File: config.mk
export PLATFORM = sky130hd
export DESIGN_NAME = shift_arbiter
export DESIGN_NICKNAME = d
export VERILOG_FILES = /design/src/rtl/shift_arbiter_pkg.sv /design/src/rtl/shift_arbiter_shifter.sv /design/src/rtl/shift_arbiter.sv
export SDC_FILE = /design/constraint.sdc
export NUM_CORES = 1
export LEC_CHECK = 0
export ABC_AREA = 1
export ABC_CLOCK_PERIOD_IN_PS = 3200
export CORE_MARGIN = 8
export CORE_UTILIZATION = 31
export DETAILED_ROUTE_END_ITERATION = 12
export MAX_ROUTING_LAYER = met4
export PLACE_DENSITY = 0.57
export SYNTH_ARGS = -nofsm -noshare
export SYNTH_HDL_FRONTEND = slang
export SYNTH_HIERARCHICAL = 1
export SYNTH_SLANG_ARGS = --single-unit
File: constraint.sdc
create_clock -name clk_i -period 3.2 [get_ports clk_i]
set_clock_uncertainty 0.05 [all_clocks]
set_input_delay 0.64 -clock clk_i [delete_from_list [all_inputs] [get_ports clk_i]]
set_output_delay 0.64 -clock clk_i [all_outputs]
set_load 0.02 [all_outputs]
File: src/rtl/shift_arbiter_pkg.sv
// shift_arbiter_pkg: shared constants, FSM states and operand record for shift_arbiter.
package shift_arbiter_pkg;
  localparam int WIDTH = 16;
  localparam int SHAMT_W = 4;
  typedef enum logic [1:0] {IDLE, SHIFT, RESP, SHIFT2} state_e;
  typedef logic id_t;
  typedef struct packed {
    logic                dir;
    logic [SHAMT_W-1:0]  shamt;
    logic [WIDTH-1:0]    data;
    id_t                 id;
    logic                rot;
  } oper_t;
endpackage

File: src/rtl/shift_arbiter_shifter.sv
// shift_arbiter_shifter: 16-bit logical barrel shifter, zero fill, dir 1 = left.
module shift_arbiter_shifter
  import shift_arbiter_pkg::*;
(
  input  logic               dir_i,
  input  logic [SHAMT_W-1:0] shamt_i,
  input  logic [WIDTH-1:0]   data_i,
  output logic [WIDTH-1:0]   result_o
);
  assign result_o = dir_i ? data_i << shamt_i : data_i >> shamt_i;
endmodule

File: src/rtl/shift_arbiter.sv
// shift_arbiter: round-robin sharing of one barrel shifter between two requesters.
// Optional rotate support (extra SHIFT2 pass) under SHIFT_ARBITER_ROTATE_EN.
module shift_arbiter
  import shift_arbiter_pkg::*;
(
  input  logic               clk_i,
  input  logic               rst_i,
  input  logic               req0_valid_i,
  output logic               req0_ready_o,
  input  logic               req0_dir_i,
  input  logic [SHAMT_W-1:0] req0_shamt_i,
  input  logic [WIDTH-1:0]   req0_data_i,
  input  logic               req1_valid_i,
  output logic               req1_ready_o,
  input  logic               req1_dir_i,
  input  logic [SHAMT_W-1:0] req1_shamt_i,
  input  logic [WIDTH-1:0]   req1_data_i,
`ifdef SHIFT_ARBITER_ROTATE_EN
  input  logic               req0_rot_i,
  input  logic               req1_rot_i,
`endif
  output logic               rsp_valid_o,
  input  logic               rsp_ready_i,
  output logic               rsp_id_o,
  output logic [WIDTH-1:0]   rsp_result_o,
  output logic               busy_o
);
  state_e state_q, state_d;
  id_t rr_q, rr_d, rsp_id_q, rsp_id_d;
  oper_t op_q, op_d, in0, in1;
  logic rsp_valid_q, rsp_valid_d, idle, sh_dir;
  logic [WIDTH-1:0] rsp_result_q, rsp_result_d, sh_out;
  logic [SHAMT_W-1:0] sh_amt;
  assign idle = (state_q == IDLE) & ~rst_i;
  assign req0_ready_o = idle & req0_valid_i & (~req1_valid_i | (rr_q == 1'b0));
  assign req1_ready_o = idle & req1_valid_i & (~req0_valid_i | (rr_q == 1'b1));
`ifdef SHIFT_ARBITER_ROTATE_EN
  logic [WIDTH-1:0] part_q, part_d;
  assign in0 = '{dir: req0_dir_i, shamt: req0_shamt_i, data: req0_data_i, id: 1'b0, rot: req0_rot_i};
  assign in1 = '{dir: req1_dir_i, shamt: req1_shamt_i, data: req1_data_i, id: 1'b1, rot: req1_rot_i};
  // Second rotate pass: opposite direction by WIDTH - s (mod 2^SHAMT_W).
  assign sh_dir = (state_q == SHIFT2) ? ~op_q.dir : op_q.dir;
  assign sh_amt = (state_q == SHIFT2) ? -op_q.shamt : op_q.shamt;
`else
  logic unused_rot;
  assign in0 = '{dir: req0_dir_i, shamt: req0_shamt_i, data: req0_data_i, id: 1'b0, rot: 1'b0};
  assign in1 = '{dir: req1_dir_i, shamt: req1_shamt_i, data: req1_data_i, id: 1'b1, rot: 1'b0};
  assign sh_dir = op_q.dir;
  assign sh_amt = op_q.shamt;
  assign unused_rot = op_q.rot;
`endif
  shift_arbiter_shifter u_shifter (
    .dir_i   (sh_dir),
    .shamt_i (sh_amt),
    .data_i  (op_q.data),
    .result_o(sh_out)
  );
  always_comb begin
    state_d = state_q;
    rr_d = rr_q;
    op_d = op_q;
    rsp_valid_d = rsp_valid_q;
    rsp_id_d = rsp_id_q;
    rsp_result_d = rsp_result_q;
`ifdef SHIFT_ARBITER_ROTATE_EN
    part_d = part_q;
`endif
    case (state_q)
      IDLE: if (req0_ready_o | req1_ready_o) begin
        op_d = req1_ready_o ? in1 : in0;
        state_d = SHIFT;
      end
      SHIFT: begin
`ifdef SHIFT_ARBITER_ROTATE_EN
        if (op_q.rot && op_q.shamt != '0) begin
          part_d = sh_out;
          state_d = SHIFT2;
        end else
`endif
        begin
          rsp_result_d = sh_out;
          rsp_id_d = op_q.id;
          rsp_valid_d = 1'b1;
          state_d = RESP;
        end
      end
`ifdef SHIFT_ARBITER_ROTATE_EN
      SHIFT2: begin
        rsp_result_d = part_q | sh_out;
        rsp_id_d = op_q.id;
        rsp_valid_d = 1'b1;
        state_d = RESP;
      end
`endif
      RESP: if (rsp_ready_i) begin
        rsp_valid_d = 1'b0;
        rr_d = ~rsp_id_q;
        state_d = IDLE;
      end
      default: state_d = IDLE;
    endcase
  end
  always_ff @(posedge clk_i or posedge rst_i) begin
    if (rst_i) begin
      state_q <= IDLE;
      rr_q <= 1'b0;
      op_q <= '0;
      rsp_valid_q <= 1'b0;
      rsp_id_q <= 1'b0;
      rsp_result_q <= '0;
`ifdef SHIFT_ARBITER_ROTATE_EN
      part_q <= '0;
`endif
    end else begin
      state_q <= state_d;
      rr_q <= rr_d;
      op_q <= op_d;
      rsp_valid_q <= rsp_valid_d;
      rsp_id_q <= rsp_id_d;
      rsp_result_q <= rsp_result_d;
`ifdef SHIFT_ARBITER_ROTATE_EN
      part_q <= part_d;
`endif
    end
  end
  assign rsp_valid_o = rsp_valid_q;
  assign rsp_id_o = rsp_id_q;
  assign rsp_result_o = rsp_result_q;
  assign busy_o = state_q != IDLE;
endmodule

# Yosys cells after proc, flatten, opt, wreduce, memory -nomap -nowiden
# Cells that the tools add are included.
[classes]
eq_ne = 4
n_shift = 2
n_mux = 7
n_bitwise = 13
n_reduce_logical = 7
[ops]
columns = ["cell", "count"]
rows = [
  ["2-to-1 mux 23 bit", 1],
  ["2-to-1 mux 16 bit", 1],
  ["left shift 16 x 4 -> 16 bit", 1],
  [">> shifter 16 x 4 -> 16 bit", 1],
  ["AND reduction 2 bit", 4],
  ["case mux 2 bit (3 select lines)", 1],
  ["bitwise AND 1 bit", 5],
  ["inverter 1 bit", 5],
  ["2-to-1 mux 2 bit", 2],
  ["nonzero test 2 bit", 2],
  ["bitwise OR 1 bit", 3],
  ["== test 2 x 1 -> 1 bit (second input constant)", 1],
  ["== test 2 bit (second input constant)", 1],
  ["zero test 2 bit", 1],
  ["!= test 2 x 1 -> 1 bit (second input constant)", 1],
  ["!= test 2 bit (second input constant)", 1],
  ["case mux 1 bit (2 select lines)", 1],
  ["2-to-1 mux 1 bit", 1],
]
[totals]
ff_bits = 43
input_bits = 47
output_inout_bits = 21

# Logic depth before layout (Yosys ltp)
# Gate-level depths: netlist of the first run.
[logic_depth]
ltp_word = 7
mapped_depth = 10

# By module
# The synthesis of the first run kept the hierarchy.
[modules_own_cells]
columns = ["mod", "n_inst", "cells_per_inst", "area_each_um2", "seq_area_each_um2"]
rows = [
  ["shift_arbiter", 1, 249, 2148.3, 1076.0],
  ["shift_arbiter_shifter", 1, 267, 1341.3, 0.0],
]

# Worst setup path after synthesis of the first run
# No wires, ideal clock.
[synth_timing]
path_kind = "input port to output port"
start = "in req0_valid_i"
end = "out req1_ready_o"
arrival_ns = 1.228
setup_slack_ns = 1.282
path_stages = 6
path_cell_list = "nand2_1 > nand2_2 > inv_2 > nand2_4 > buf_2 > inv_1"
[synth_between]
elab_chain_cells = 3
[synth_rtl]
columns = ["item", "line", "rtl"]
rows = [
  ["from (decl)", "shift_arbiter.sv:8", "input logic req0_valid_i,"],
  ["inverter 1 bit", "shift_arbiter.sv:36", "assign req1_ready_o = idle & req1_valid_i & (~req0_valid_i | (rr_q == 1'b1));"],
  ["bitwise OR 1 bit", "shift_arbiter.sv:36", ""],
  ["bitwise AND 1 bit", "shift_arbiter.sv:36", ""],
  ["to (decl)", "shift_arbiter.sv:14", "output logic req1_ready_o,"],
]
# No other way between the ends.

# Worst setup path after layout of the first run
[layout_timing]
start = "in rst_i"
end = "out req0_ready_o"
[layout_between]
elab_chain_cells = 4
[layout_rtl]
columns = ["item", "line", "rtl"]
rows = [
  ["from (decl)", "shift_arbiter.sv:7", "input logic rst_i,"],
  ["inverter 1 bit", "shift_arbiter.sv:34", "assign idle = (state_q == IDLE) & ~rst_i;"],
  ["bitwise AND 1 bit", "shift_arbiter.sv:34", ""],
  ["bitwise AND 1 bit (2 in series)", "shift_arbiter.sv:35", "assign req0_ready_o = idle & req0_valid_i & (~req1_valid_i | (rr_q == 1'b0));"],
  ["to (decl)", "shift_arbiter.sv:9", "output logic req0_ready_o,"],
]
# No other way between the ends.

==> impl_metrics.toml, run 1 <==
[outcome]
status = "finished, final reports clean"

[die]
fp.dieH_um = 122
fp.dieArea_um2 = 14900
core-area_um2 = 10900
io_pins = 68
die_w_um = 122
rows = 38
initial_core_util_pct = 31.9

[placement]
hpwl_um = 7840
globalplace.congestion = 0.875
place_ws_ns = 0.432
port-buffer-count = 67
dp.cells = 702

[global_route]
track_usage_pct = 14.9
grt-ovfl-total = 0
antenna_found_initial = 0
grt_pass1_wl_um = 17600
grt_max_degree = 44
grt_pass1_vias = 3544

[routing]
vias = 3526
drt_first_pass_iters = 5
drc = 0
viasPerCell = 4.97
drt_iter0_markers = 172
drt-wirelength-per-cell_um = 14.6
postRouteAntennaNets = 0
wirelength_um = 10300

[setup_path]
worstPathMaxFanout = 3
reg2reg_depth = 9
cp_num_cells = 5
path_delay_family = "buffers and inverters"
slowest_delay_ns = 0.60
arrival_ns = 2.07
crit_slowest_cell = "clkdlybuf4s50_1"
crit_path_start = "rst_i"
startpoint_type = "input pin"
crit_path_cell_trace = "clkdlybuf4s50_1, nor2_8, nand3_2, inv_1, clkdlybuf4s50_1"
critPathRequiredTime_ns = 2.51
cpMostUsedCell = "clkdlybuf4s50_1"
critPathBufInv = 3
endpoint_kind = "output port"
critPathKind = "in -> out"
r2r_start = "sh_amt[1]"

[layout]
syn_to_final_growth_pct = 25.1
multiInputGateArea_um2 = 1970
fin_util_pct = 39.9
antenna_cells = 0
final_cell_mix = "nand2_1 (166), nand3_1 (160), clkdlybuf4s50_1 (67), inv_1 (51), dfrtp_1 (43)"
layout.nets = 616
final-seq-area_um2 = 1080
drive_gt1_share_pct = 11.6
fillers = 1184
final_common_cell = "nand2_1"
finalNonFillerCells = 710

[timing]
min_period_ns = 2.76
setup_viol = 0
finalHoldViolCount = 0
max_slew_margin_pct = 46.4
fmax_ghz = 0.363
tightest_slew_ns = 0.803
timing.hold.ws_ns = 0.452
post-route-period-util_pct = 86.1
rsz0062_at_grt = "false"
finalSetupTns_ns = 0
slew_violations = 0
fin_ws_ns = 0.444

[synth]
yosysSeqAreaShare_pct = 30.8
synth_seq_cells = 43
synth_warnings = 6
syn_avg_cell_area_um2 = 6.76
synthesis.nets = 563
synth_cells = 516
netlist_area_um2 = 3490
ys_types = 24

[run]
max_cap_viol_count = 0

[clocking]
clk_latency_ns = 0.28
numCtsBuffers = 5
clock_sinks = 43
cts-root-buf = "clkbuf_16"
clkTransAtPathRegs_ns = 0.06
cts_setup_buffers = 0
h-tree-depth = 2
cts_tree = "done"
cts_hold_buf = 0
cts_resized = 0
clockBufferDepth = 2

[power_and_ir_drop]
power.density_nw_per_um2 = 1010
vdd.ir_drop.worst_v = 0.000347
p_leak_nw = 2.28

[hold_path]
hold_depth = 2
holdCritStartpoint = "rsp_valid_o"
min_path_type = "reg -> reg"
[worst paths after layout]
path	to	slack [ns]
worst max-delay path	req0_ready_o	0.44
worst min-delay path	rsp_valid_o	0.45
worst max register to register	rsp_result_o[8]	1.13
worst min register to register	rsp_valid_o	0.45
max in group asynchronous	rsp_result_o[0]	1.78
min in group asynchronous	op_q[15]	0.95
[tightest hold or removal path, delay by kind of cell (launching register included)]
family,cells,cell delay (ns)
flip-flops,1,0.36
AND/OR/NAND/NOR,2,0.11
[logic make-up (layout without fill, tap and decap cells)]
family          after synthesis  after routing  share of synthesized area (%)
simple gates                363            363                           50.2
buf+inv                      88            142                           12.6
flops                        43             43                           30.8
mux                          16             16                           5.16
compound gates                6              6                           1.18
[per-layer routing]
| layer | track usage, % | part of all wire [%] |
|---|---|---|
| met1 | 18.9 | 46 |
| met2 | 24.8 | 48 |
| met3 | 2.04 | 4.0 |
| met4 | 3.35 | 1.2 |
| met5 | - | 0 |
[power by group]
part | switching (W) | total (W) | leakage (nW) | internal [W]
Sequential | 0.000241 | 0.00103 | 0.541 | 0.000786
Clock | 0.000215 | 0.000603 | 0.0868 | 0.000388
Combinational | 0.00176 | 0.00277 | 1.65 | 0.00102
Total | 0.00221 | 0.00440 | 2.28 | 0.00219
[through the flow]
stage	power, W	area (um^2)
after floorplan	0.00305	3490
after global routing	0.00482	4370
after CTS	0.00443	4370
final	0.00440	4370
after global placement	0.00379	4190
after detailed placement	0.00381	4190
[synthesized netlist by cell type, drive strengths merged]
master / n / area share [%]
buf: 30 / 6.1
nor2: 7 / 1.7
nand4: 9 / 1.6
clkbuf: 1 / 0.22
o21ai: 5 / 0.72
nand3: 168 / 25
mux2: 16 / 5.2
inv: 57 / 6.3
nand2: 179 / 22
dfrtp: 43 / 31
a21oi: 1 / 0.47
[state kept, by name (all words and copies together), names as in the netlist]
name / cells
sh_dir: 1
rr_q: 1
rsp_id_o: 1
op_q: 17
rsp_result_o: 16
rsp_valid_o: 1
sh_amt: 4
state_q: 2
[cell type report]
cell class	count	share of cell area [%]
flip-flops and latches	43	24.6
multi-input cells	385	45.2
inverters	57	5.07
clock inverters	2	0.803
well taps	140	4.01
repair buffers	77	17.1
clock buffers	6	3.18
No activity file was read; power rests on OpenSTA's default activity.
==> run 2, diff against run 1 <==
--- a/config.mk
+++ b/config.mk
@@ -11,7 +11,7 @@
 export CORE_UTILIZATION = 31
 export DETAILED_ROUTE_END_ITERATION = 12
 export MAX_ROUTING_LAYER = met4
-export PLACE_DENSITY = 0.57
+export PLACE_DENSITY = 0.52
 export SYNTH_ARGS = -nofsm -noshare
 export SYNTH_HDL_FRONTEND = slang
 export SYNTH_HIERARCHICAL = 1
==> run 2 against run 1 <==
  * Design area fell by 1.1%
  * Worst setup slack got worse by 0.0036 ns
  * Sequential power barely moved
  * Sequential share of layout area rose by 0.27 points
  * Largest cell class unchanged
==> impl_metrics.toml, run 2 (synthesis results as in run 1) <==
[outcome]
status = "finished, final reports clean"

[routing]
vias = 3536
postRouteAntennaNets = 0
drt_iter0_markers = 156
wirelength_um = 9710
met1_length_um = 4400
route.met3.wl_um = 321
wl_met2_um = 4740
drt_first_pass_iters = 4
drt-wirelength-per-cell_um = 13.7
routed.top_layer = "met4"
drc = 0
viasPerCell = 4.99

[die]
io_pins = 68
initial_core_util_pct = 31.9
fp.dieH_um = 122
rows = 38
die_w_um = 122
fp.dieArea_um2 = 14900
core-area_um2 = 10900

[layout]
final_cell_mix = "nand2_1 (166), nand3_1 (160), clkdlybuf4s50_1 (67), inv_1 (51), dfrtp_1 (43)"
largest_reg_flops = 17
finalNonFillerCells = 708
design_area_um2 = 4320
syn_to_final_growth_pct = 23.7
drive_gt1_share_pct = 11.1
antenna_cells = 0
final_common_cell = "nand2_1"
layout.nets = 614
regMostFlops = "op_q"

[timing]
fmax_ghz = 0.362
rsz0062_at_grt = "false"
min_period_ns = 2.76
slew_violations = 0
fin_ws_ns = 0.441
setup_viol = 0
max_slew_margin_pct = 49.3
finalSetupTns_ns = 0
finalHoldViolCount = 0
tightest_slew_ns = 0.758
timing.hold.ws_ns = 0.424
post-route-period-util_pct = 86.2

[setup_path]
slowest_delay_ns = 0.59
critPathBufInv = 3
crit_slowest_cell = "clkdlybuf4s50_1"
arrival_ns = 2.07
critPathKind = "in -> out"
critPathRequiredTime_ns = 2.51
endpoint_kind = "output port"
cpMostUsedCell = "clkdlybuf4s50_1"
worstPathMaxFanout = 3
path_delay_family = "buffers and inverters"
crit_path_cell_trace = "clkdlybuf4s50_1, nor2_8, nand3_2, inv_1, clkdlybuf4s50_1"
startpoint_type = "input pin"

[clocking]
cts_setup_buffers = 0
cts_tree = "done"
clock_sinks = 43
cts_hold_buf = 0
numCtsBuffers = 5
cts-root-buf = "clkbuf_16"
clk_latency_ns = 0.28
h-tree-depth = 2
clkTransAtPathRegs_ns = 0.06
clockBufferDepth = 2
cts_resized = 0

[power_and_ir_drop]
switching_share_pct = 50.4
internal_power_w = 0.00207
p_sw_w = 0.00211
p_leak_nw = 2.25
power.share.combinational_pct = 63.1
vdd.ir_drop.worst_v = 0.000414
seq_power_share_pct = 25.0
power.share.clock_pct = 11.8
power.density_nw_per_um2 = 968

[placement]
hpwl_um = 7390
port-buffer-count = 67
globalplace.congestion = 0.952
place_ws_ns = 0.432
dp.cells = 700
placed_cell_area_um2 = 4180

[global_route]
grt_max_degree = 44
grt-ovfl-total = 0
antenna_found_initial = 0
grt_pass1_wl_um = 16700
track_usage_pct = 14.0
grt_pass1_vias = 3576

[hold_path]
min_path_type = "reg -> reg"

[run]
max_cap_viol_count = 0
## run 2: worst paths after layout
| path | startpoint | endpoint | slack (ns) | depth (start not counted) |
|---|---|---|---|---|
| max | rst_i | req0_ready_o | 0.44 | 5 |
| min | rsp_valid_o | rsp_valid_o | 0.42 | 2 |
| max reg2reg | sh_amt[0] | rsp_result_o[13] | 1.10 | 8 |
| min reg2reg | rsp_valid_o | rsp_valid_o | 0.42 | 2 |
| max in group asynchronous | rst_i | sh_amt[2] | 1.80 | 3 |
| min in group asynchronous | rst_i | op_q[1] | 0.94 | 3 |
## run 2: worst reg2reg max path, stage by stage (launching register included)
cell	delay, ns
dfrtp_1	0.80
inv_8	0.19
nand2_1	0.20
nand3_1	0.09
nand2_1	0.15
nand2_1	0.08
nand3_1	0.08
nand3_1	0.08
mux2_2	0.26
## run 2: power groups by stage
stage               clock network (W)  logic, W  registers, W
finish                       0.000495   0.00264       0.00105
global route                 0.000547   0.00298       0.00108
CTS                          0.000516   0.00266       0.00105
detailed placement                  0   0.00265       0.00106
global placement                    0   0.00263       0.00106
floorplan                           0   0.00197       0.00108
## run 2: cell type report
type | count | area, um^2
inverter | 57 | 221
multi-input combinational | 385 | 1970
clock buffer | 6 | 129
timing repair buffer | 75 | 731
fill | 1192 | 6620
sequential | 43 | 1080
tap | 140 | 175
clock inverter | 2 | 12.5
## run 2: per-layer routing
metal / global-route usage, % / up-vias
met5: - / -
met4: 4.95 / 0
met3: 2.13 / 17
met2: 23.4 / 75
met1: 16.8 / 1660
li1: - / 1784
## run 2: metrics by stage
stage                     total power [W]  util, %
after floorplan                   0.00305        -
after global placement            0.00368     38.2
after detailed placement          0.00372     38.2
after CTS                         0.00423     39.5
after global routing              0.00461     39.5
final                             0.00418     39.5
==> run 3, diff against run 2 <==
--- a/config.mk
+++ b/config.mk
@@ -11,7 +11,8 @@
 export CORE_UTILIZATION = 31
 export DETAILED_ROUTE_END_ITERATION = 12
 export MAX_ROUTING_LAYER = met4
-export PLACE_DENSITY = 0.52
+export PLACE_DENSITY_LB_ADDON = 0.12
+export RECOVER_POWER = 50
 export SYNTH_ARGS = -nofsm -noshare
 export SYNTH_HDL_FRONTEND = slang
 export SYNTH_HIERARCHICAL = 1
==> run 3 against run 2 <==
  * Utilization fell by 0.11 points
  * Flip-flop and latch count did not move
  * Maximum frequency fell by 3.6%
  * Via count fell by 1.4%
  * Count of clock-buffer cells in the layout fell by 1
  * Worst hold slack improved by 0.014 ns
  * Worst setup slack got worse by 0.10 ns
  * Global-route usage rose by 0.29 points
  * Design area fell by 0.29%
  * Critical path depth did not move
  * Power barely moved
  * Non-clock buffer count did not move
  * Critical endpoint unchanged
  * Highest routed layer unchanged
==> impl_metrics.toml, run 3 (synthesis results as in run 1) <==
[clocking]
clock_sinks = 43
cts_hold_buf = 0
numCtsBuffers = 5
cts_resized = 0
cts_setup_buffers = 0
cts_tree = "done"
h-tree-depth = 2
clk_latency_ns = 0.28
clkTransAtPathRegs_ns = 0.07
clockBufferDepth = 2
cts-root-buf = "clkbuf_16"

[routing]
viasPerCell = 4.93
drt_first_pass_iters = 6
drc = 0
drt-wirelength-per-cell_um = 13.9
drt_iter0_markers = 240
wirelength_um = 9860
vias = 3488
postRouteAntennaNets = 0

[timing]
max_slew_margin_pct = 28.6
setup_viol = 0
finalHoldViolCount = 0
fmax_ghz = 0.349
post-route-period-util_pct = 89.4
slew_violations = 0
rsz0062_at_grt = "false"
fin_ws_ns = 0.338
finalSetupTns_ns = 0
tightest_slew_ns = 1.07
min_period_ns = 2.86

[placement]
hpwl_um = 7460
place_ws_ns = 0.411
port-buffer-count = 67
globalplace.congestion = 0.882

[global_route]
gr-usage-met3_pct = 2.17
grt_pass1_wl_um = 17200
grt_max_degree = 44
grt-ovfl-total = 0
grt_busiest_layer = "met2"
track_usage_pct = 14.3
grt_pass1_vias = 3554
grt_util_met1_pct = 17.9
antenna_found_initial = 0
gr-usage-met2_pct = 23.3

[layout]
final_common_cell = "nand2_1"
antenna_cells = 0
largest_reg_flops = 17
final_cell_mix = "nand2_1 (166), nand3_1 (160), clkdlybuf4s50_1 (60), inv_1 (53), dfrtp_1 (43)"
regMostFlops = "op_q"
syn_to_final_growth_pct = 23.4
drive_gt1_share_pct = 10.8
layout.nets = 614

[setup_path]
worstPathMaxFanout = 3
r2r_setup_slack_ns = 1.05
crit_path_start = "rst_i"
critPathKind = "in -> out"
r2r_start = "sh_amt[0]"
critPathRequiredTime_ns = 2.51
endpoint_kind = "output port"
startpoint_type = "input pin"
arrival_ns = 2.17

[hold_path]
holdCritStartpoint = "rsp_valid_o"
min_path_type = "reg -> reg"

[power_and_ir_drop]
vdd.ir_drop.worst_v = 0.000324
p_leak_nw = 2.26
power.density_nw_per_um2 = 971

[die]
io_pins = 68
rows = 38
initial_core_util_pct = 31.9
fp.dieArea_um2 = 14900
die_w_um = 122
fp.dieH_um = 122
core-area_um2 = 10900

[outcome]
status = "finished, final reports clean"

[run]
max_cap_viol_count = 0
[run 3: cell types whose count changed in the layout (fill, tap and decap cells not counted)]
cell / delta
clkinv_4: +1
buf_4: -1
inv_1: +2
clkbuf_2: +1
clkbuf_1: -1
a21oi_4: -1
clkinvlp_4: -1
inv_2: -2
clkdlybuf4s50_1: -7
dlygate4sd3_1: +7
a21oi_2: +1
[run 3: metrics by stage]
| stage | instance area [um^2] | hold WS [ns] | cells | power [W] | utilization [%] |
|---|---|---|---|---|---|
| finish | 4310 | 0.438 | 707 | 0.00418 | 39.4 |
| CTS | 4320 | 0.439 | 707 | 0.00424 | 39.5 |
| global placement | 4180 | 0.412 | 700 | 0.00371 | 38.2 |
| global route | 4310 | 0.466 | 707 | 0.00463 | 39.4 |
| floorplan | 3490 | 0.420 | 516 | 0.00305 | - |
| detailed placement | 4180 | 0.422 | 700 | 0.00373 | 38.2 |
[run 3: metal layers]
metal | routed length (um) | part of all wire [%]
met1 | 4540 | 46
met2 | 4830 | 49
met3 | 313 | 3.2
met4 | 174 | 1.8
met5 | 0 | 0
[run 3: final timing paths]
path,endpoint,cells past startpoint
worst min-delay path,rsp_valid_o,2
worst max register to register,rsp_result_o[13],8
max in group asynchronous,op_q[6],3
min in group asynchronous,state_q[0],3
worst min register to register,rsp_valid_o,2
worst max-delay path,req0_ready_o,5
[run 3: area by class of cell]
| class | count | area, um^2 |
|---|---|---|
| Clock buffer | 5 | 125 |
| Clock inverter | 2 | 13.8 |
| Fill cell | 1190 | 6630 |
| Inverter | 57 | 221 |
| Multi-Input combinational cell | 385 | 1970 |
| Sequential cell | 43 | 1080 |
| Tap cell | 140 | 175 |
| Timing Repair Buffer | 75 | 728 |
[run 3: power breakdown]
| group | internal [W] | switching, W | leakage [nW] |
|---|---|---|---|
| clock network | 0.000285 | 0.000209 | 0.0696 |
| registers | 0.000785 | 0.000268 | 0.541 |
| logic | 0.000987 | 0.00165 | 1.65 |
[run 3: worst max-delay path, stage by stage]
cell and delay, ns:
dlygate4sd3_1 0.62, nor2_8 0.17, nand3_2 0.08, inv_1 0.06, clkdlybuf4s50_1 0.60
==> edit (config.mk and constraints of run 3) <==
The 4 states of `state_e` get a Gray code encoding in 2 bits.
--- a/src/rtl/shift_arbiter_pkg.sv
+++ b/src/rtl/shift_arbiter_pkg.sv
@@ -3,5 +3,5 @@
   localparam int WIDTH = 16;
   localparam int SHAMT_W = 4;
-  typedef enum logic [1:0] {IDLE, SHIFT, RESP, SHIFT2} state_e;
+  typedef enum logic [1:0] {IDLE = 2'b00, SHIFT = 2'b01, RESP = 2'b11, SHIFT2 = 2'b10} state_e;
   typedef logic id_t;
   typedef struct packed {
Behaviour: same outputs for any inputs over 10 cycles, from zero or initial values and one cycle with rst_i high; not proved beyond that.
==> edit against run 3 <==
  * Combinational power fell by 2%
  * Total power is 4.7% lower
  * Largest power group unchanged
  * Sequential cell count stayed put
  * Maximum frequency is 1.4% lower
  * Hold slack got worse by 9.5 ps
  * Cell area decreased by 1.2%
  * Core utilization is 0.30 points lower
  * Cell count is 0.42% higher
  * Area after synthesis is 0.14% lower
  * Setup slack got worse by 41 ps
  * Wire length increased by 1.6%
  * Synthesized cell count fell by 0.19%
  * Sequential share of layout area up 0.30 points
==> edit: results (changes against run 3) <==
p_leak_nw: 2.24  # -1.0%
gp_congestion: 0.872  # -1.2%
seq_area_frac_synth: 0.309  # +0.000443
cts_resized: 0  # unchanged
grt_max_degree: 44  # unchanged
initialDrtViolationCount: 197  # -18%
async_reset_ff_frac: 1.00  # unchanged
antenna_cells: 0  # unchanged
ys.flop_type: "dfrtp_1"
regMostFlops: "op_q"
synthTopCellsByCount: "nand2_1, nand3_1, inv_1, dfrtp_1, mux2_2"
dr.pass1.iters: 4  # -2
io_buffer_count: 67  # unchanged
largest_reg_flops: 17  # unchanged
cts_buffer_depth: 2  # unchanged
root_buffer: "clkbuf_8"
ys_types: 25  # +4.2%
via_per_inst: 4.97  # +0.69%
grt.total_usage: 0.145  # +0.00210
setup_slack_ps: 297  # -40.6 ps
status: "finished, final reports clean"
dpl_worst_slack_ps: 375  # -35.7 ps
wl_per_cell_microns: 14.1  # +1.2%
final_nets: 616  # +0.33%
worst_hold_path_type: "reg2reg"
placedInstanceArea_sq_um: 4170  # -0.21%
peakVddDrop_mv: 0.307  # -5.2%
grt_pass1_wl_microns: 17000  # -1.2%
synth_area_leaders: "dfrtp_1, nand3_1, nand2_1, inv_1, mux2_2"
crit_path_max_fanout: 3  # unchanged
dpl.hpwl_microns: 7730  # +3.7%
fillers: 1190  # unchanged
antenna_found_initial: 0  # unchanged
drive_gt1_frac: 0.107  # -0.000566
insertion_delay_ps: 290
numCtsBuffers: 5  # unchanged
path_clk_slew_ps: 80
htree_num_levels: 2  # unchanged
hold_violations: 0  # unchanged
p_sw_mw: 2.03  # -4.3%
maxSlewHeadroom: 0.298  # +0.0121
yosys_warnings: 6  # unchanged
postCtsSetupBuffers: 0  # unchanged
synth-edff-count: 0  # unchanged
grt_pass1_vias: 3524  # -0.84%
rrSetupSlack_ps: 1070  # +20 ps
synth_nets: 562  # -0.18%
-- edit: routing by layer --
layer,share of wire,vias up,track usage
met3,0.038,17,0.0199
li1,-,1788,-
met1,0.47,1639,0.178
met5,0,-,-
met2,0.48,83,0.240
met4,0.018,0,0.0455
-- edit: power by group through the flow --
stage / clock (mW) / combinational (mW) / sequential, mW
final: 0.361 / 2.59 / 1.03
after CTS: 0.376 / 2.63 / 1.04
after global routing: 0.397 / 2.93 / 1.07
after detailed placement: 0 / 2.62 / 1.05
after floorplan: 0 / 1.94 / 1.07
after global placement: 0 / 2.61 / 1.05
-- edit: cells by family (layout without fill, tap and decap cells) --
kind of cell	Yosys count	in the layout	share of synthesized area
flops	43	43	0.309
compound gates	6	6	0.00969
mux	16	16	0.0517
buf+inv	87	142	0.132
simple gates	363	363	0.498
-- edit: worst paths after layout --
| kind | startpoint | endpoint | depth (start not counted) |
|---|---|---|---|
| worst min register to register | rsp_valid_o | rsp_valid_o | 2 |
| worst max register to register | sh_amt[0] | rsp_result_o[1] | 8 |
| worst min-delay path | rsp_valid_o | rsp_valid_o | 2 |
| worst max-delay path | rst_i | req0_ready_o | 5 |
| min in group asynchronous | rst_i | rr_q | 3 |
| max in group asynchronous | rst_i | op_q[13] | 3 |
-- edit: critical path, cell delays in order --
cell	delay, ps
dlygate4sd3_1	590
nor2_4	180
nand3_2	120
inv_1	80
clkdlybuf4s50_1	600
-- edit: metrics by stage --
step           hold WS, ps  cells
4_1_cts                434    710
3_5_place_dp           412    702
3_3_place_gp           406    702
5_1_grt                465    710
6_report               429    710
2_1_floorplan          418    515
-- edit: area by class of cell --
type	instances	area [sq um]	share of cell area
Clock buffer	7	86.3	0.0203
Tap cell	140	175	0.0412
Sequential cell	43	1080	0.253
Timing Repair Buffer	77	743	0.175
Inverter	57	221	0.0521
Multi-Input combinational cell	385	1940	0.457
Clock inverter	1	8.76	0.00206
